==> config.mk <==
export PLATFORM = sky130hd
export DESIGN_NAME = basic_logic_gates
export DESIGN_NICKNAME = d
export VERILOG_FILES = /design/src/rtl/basic_logic_gates.sv
export SDC_FILE = /design/constraint.sdc
export NUM_CORES = 1
export LEC_CHECK = 0
export CORE_AREA = 2 2 39 41
export CTS_CLUSTER_DIAMETER = 120
export DETAILED_ROUTE_END_ITERATION = 16
export DIE_AREA = 0 0 41 43
export PLACE_DENSITY_LB_ADDON = 0.15
export SETUP_SLACK_MARGIN = 0.15
export SLEW_MARGIN = 20
export SYNTH_ARGS = -nofsm -noshare
export SYNTH_HDL_FRONTEND = slang
export SYNTH_SLANG_ARGS = --single-unit
==> constraint.sdc <==
create_clock -name clk -period 0.8 [get_ports clk]
set_input_delay 0.16 -clock clk [delete_from_list [all_inputs] [get_ports clk]]
set_output_delay 0.16 -clock clk [all_outputs]
set_load 0.005 [all_outputs]
==> src/rtl/basic_logic_gates.sv <==
// basic_logic_gates: registered bitwise logic unit.
// Computes AND, OR and NOT(A) over two WIDTH-bit operands. Results load one
// cycle after a valid strobe and hold while in_valid is low; out_valid pulses
// once per accepted operand pair.
// Optional macro BASIC_LOGIC_GATES_EXT_EN adds registered NAND, NOR, XOR and
// XNOR outputs with identical enable, hold, latency and reset behaviour.
// Reset is synchronous, active-high, and wins over in_valid on the same edge.

module basic_logic_gates #(
  parameter int unsigned WIDTH = 1
) (
  input  logic             clk,
  input  logic             rst,
  input  logic             in_valid,
  input  logic [WIDTH-1:0] a,
  input  logic [WIDTH-1:0] b,
  output logic             out_valid,
  output logic [WIDTH-1:0] y_and,
  output logic [WIDTH-1:0] y_or,
`ifdef BASIC_LOGIC_GATES_EXT_EN
  output logic [WIDTH-1:0] y_nand,
  output logic [WIDTH-1:0] y_nor,
  output logic [WIDTH-1:0] y_xor,
  output logic [WIDTH-1:0] y_xnor,
`endif
  output logic [WIDTH-1:0] y_not
);

  localparam logic [WIDTH-1:0] AllZeros = '0;
  localparam logic [WIDTH-1:0] AllOnes  = '1;

  logic             valid_d, valid_q;
  logic [WIDTH-1:0] and_d,   and_q;
  logic [WIDTH-1:0] or_d,    or_q;
  logic [WIDTH-1:0] not_d,   not_q;

`ifdef BASIC_LOGIC_GATES_EXT_EN
  logic [WIDTH-1:0] nand_d,  nand_q;
  logic [WIDTH-1:0] nor_d,   nor_q;
  logic [WIDTH-1:0] xor_d,   xor_q;
  logic [WIDTH-1:0] xnor_d,  xnor_q;
`endif

  // Next-state: load fresh results on a valid strobe, otherwise hold.
  always_comb begin
    valid_d = in_valid;
    and_d   = and_q;
    or_d    = or_q;
    not_d   = not_q;
`ifdef BASIC_LOGIC_GATES_EXT_EN
    nand_d  = nand_q;
    nor_d   = nor_q;
    xor_d   = xor_q;
    xnor_d  = xnor_q;
`endif
    if (in_valid) begin
      and_d  = a & b;
      or_d   = a | b;
      not_d  = ~a;
`ifdef BASIC_LOGIC_GATES_EXT_EN
      nand_d = ~(a & b);
      nor_d  = ~(a | b);
      xor_d  = a ^ b;
      xnor_d = ~(a ^ b);
`endif
    end
  end

  // State registers; reset values equal each gate applied to all-zero operands.
  always_ff @(posedge clk) begin
    if (rst) begin
      valid_q <= 1'b0;
      and_q   <= AllZeros;
      or_q    <= AllZeros;
      not_q   <= AllOnes;
`ifdef BASIC_LOGIC_GATES_EXT_EN
      nand_q  <= AllOnes;
      nor_q   <= AllOnes;
      xor_q   <= AllZeros;
      xnor_q  <= AllOnes;
`endif
    end else begin
      valid_q <= valid_d;
      and_q   <= and_d;
      or_q    <= or_d;
      not_q   <= not_d;
`ifdef BASIC_LOGIC_GATES_EXT_EN
      nand_q  <= nand_d;
      nor_q   <= nor_d;
      xor_q   <= xor_d;
      xnor_q  <= xnor_d;
`endif
    end
  end

  // Outputs come straight from registers; no input-to-output path.
  always_comb begin
    out_valid = valid_q;
    y_and     = and_q;
    y_or      = or_q;
    y_not     = not_q;
`ifdef BASIC_LOGIC_GATES_EXT_EN
    y_nand    = nand_q;
    y_nor     = nor_q;
    y_xor     = xor_q;
    y_xnor    = xnor_q;
`endif
  end

endmodule

==> impl_metrics.toml <==
[status]
status = "complete, but fails checks"
violations = "setup timing"

[final_layout]
fin_nets = 35
diodes = 0
drive_gt1_share_pct = 57.1
post_layout_nonfiller_instances = 44
final_util_pct = 20.1
areaGrowthSynthToFinish_pct = 106

[worst_setup_path]
cp-end-kind = "output pin"
crit_required_ns = 0.64
worstPathCellList = "buf_2"
crit_fanout = 2
cp-start-kind = "flip-flop"
cpMaxStageDelayCell = "dfxtp_2"
worst_path_largest_cell_delay_ns = 0.31
path_buf_inv = 1
crit_type = "flip-flop to output pin"
cp_top_family = "flip-flops"
cp.arrival_ns = 0.67
rrSetupSlack_ns = 0.03
r2r_end = "y_not"
timing.rr.start = "y_not"
reg2reg_depth = 2

[yosys]
netlist.area_leader.share_pct = 59.3
yosysSeqAreaShare_pct = 59.3
synth_area_leaders = "dfxtp_1 59%, a211oi_1 5.6%, a21o_1 5.6%, nor2_1 5.6%, nand2b_1 4.6%"
syn-cell-area_sq_um = 135
synth-seq-cells = 4
netlist_instances = 14
syn_nets = 19
yosysTopAreaCell = "dfxtp_1"
synth-warning-count = 0
syn_area_per_cell_sq_um = 9.65
synth_cell_types = 10

[timing]
drv_slew = 0
period_share_pct = 103
slew_headroom_pct = 89.6
worstMarginPinSlew_ns = 0.155
rsz0062_at_grt = "yes"
fmax_ghz = 1.21
fin_crit_ns = 0.826
setup_viol_count_final = 4
skew_ns = 0
finalHoldViolations = 0
setup_ws_ns = -0.0256

[hold_path]
worstHoldPathCells = 3
whs_endpoint = "y_or"
min_from = "in_valid"
min_path_type = "input port to flip-flop"

[clock_network]
clock_path_buffers = 2
cts.sinks = 4
cts_hold_buffers = 0
cts_buffers = 3
tritoncts = "done"
cts-root-buf = "clkbuf_4"
cts.reportedPaths.clkPinSlew_ns = 0.04
insertion_delay_ns = 0.24
htreeDepth = 1

[die]
die_width_um = 41
fp-row-count = 14
core_sq_um = 1380
die_h_um = 43
ios = 9
dieArea_sq_um = 1760
initial_core_util_pct = 9.76

[detailed_routing]
drt_iter0_drc = 0
vias = 153
drc = 0
first_pass_iters = 1
routed_wl_um = 396
via_per_inst = 3.48
postRouteAntennaNets = 0
wl_per_cell_um = 9.00

[grt]
grtUsageTotal_pct = 6.22
grt_max_degree = 6
overflow = 0
grt_pass1_vias = 162
antenna_found_initial = 0
grt_pass1_wl_um = 648

[power_and_ir_drop]
p_total_mw = 0.559
power_density_nw_per_um2 = 2010
leakagePower_nw = 0.123
vdd_drop_max_mv = 0.531

[flow_run]
max_cap_violations = 0

[placement]
place_inst = 40
place_congestion = 0.643
dp_hpwl_um = 256
port_buffers = 8
## per-layer routing
metal / share of wire [%] / routed length [um] / GRT usage [%]
met1: 48 / 191 / 7.37
met2: 39 / 153 / 6.56
met3: 13 / 51 / 3.14
met4: 0 / 0 / 8.00
met5: 0 / 0 / 0
## worst register-to-register path: stages, from the launching register on
cell,delay [ns]
dfxtp_2,0.31
or2_1,0.20
a21o_1,0.15
## state kept, by name, indices dropped and copies added (netlist names)
name	flops
out_valid	1
y_and	1
y_not	1
y_or	1
## worst max path at each step
| stage | from | to | cells after the start |
|---|---|---|---|
| after global routing | y_or | y_or | 1 |
| after detailed placement | in_valid | y_not | 3 |
| after floorplan | y_not | y_not | 2 |
| final | y_or | y_or | 1 |
| after CTS | y_or | y_or | 1 |
| after global placement | in_valid | y_not | 3 |
## stage by stage
step	TNS, ns	setup slack [ns]	cell area (sq um)	hold slack [ns]
after floorplan	0	0.0561	135	0.229
after global placement	-1.88	-0.366	250	0.464
after detailed placement	-1.87	-0.366	250	0.467
after CTS	-0.111	-0.0329	277	0.289
after global routing	-0.185	-0.0581	278	0.269
final	-0.0665	-0.0256	278	0.250
## cell usage after synthesis (all sizes together)
cell	n
dfxtp	4
nor2	2
a211oi	1
a21o	1
a21oi	1
nand2	1
nand2b	1
nand3	1
nor2b	1
or2	1
## final cells by class
class,count,area (sq um)
multi-input cells,10,67.6
flip-flops and latches,4,83.8
clock buffers,3,22.5
fillers,150,1110
repair buffers,11,83.8
well taps,16,20.0
## cell usage in the layout (no fill, tap or decap), drive strengths merged
cell type,instances
buf,7
clkbuf,4
dfxtp,4
dlygate4sd2,3
nor2,2
nor2b,1
nand2b,1
nand3,1
a21oi,1
a211oi,1
nand2,1
or2,1
a21o,1
## kinds of logic after synthesis
kind of cell     share of synthesized area, %
flip-flops                               59.3
AND/OR/NAND/NOR                          25.9
AO/OA/AOI/OAI                            14.8
## timing repair
action | 4_1_cts | 5_1_grt
endpoints found under the setup margin | 8 | 8
pin swaps | 2 | 0
gates resized for setup | 28 | 2
setup buffers | 1 | 0
## power breakdown
part | total [mW] | leakage (nW) | switching [mW] | internal, mW
logic | 0.0757 | 0.0761 | 0.0301 | 0.0455
clock network | 0.266 | 0.0138 | 0.0970 | 0.169
registers | 0.218 | 0.0335 | 0.00465 | 0.213
total | 0.559 | 0.123 | 0.132 | 0.428
Power figures use the tool's default switching activity.
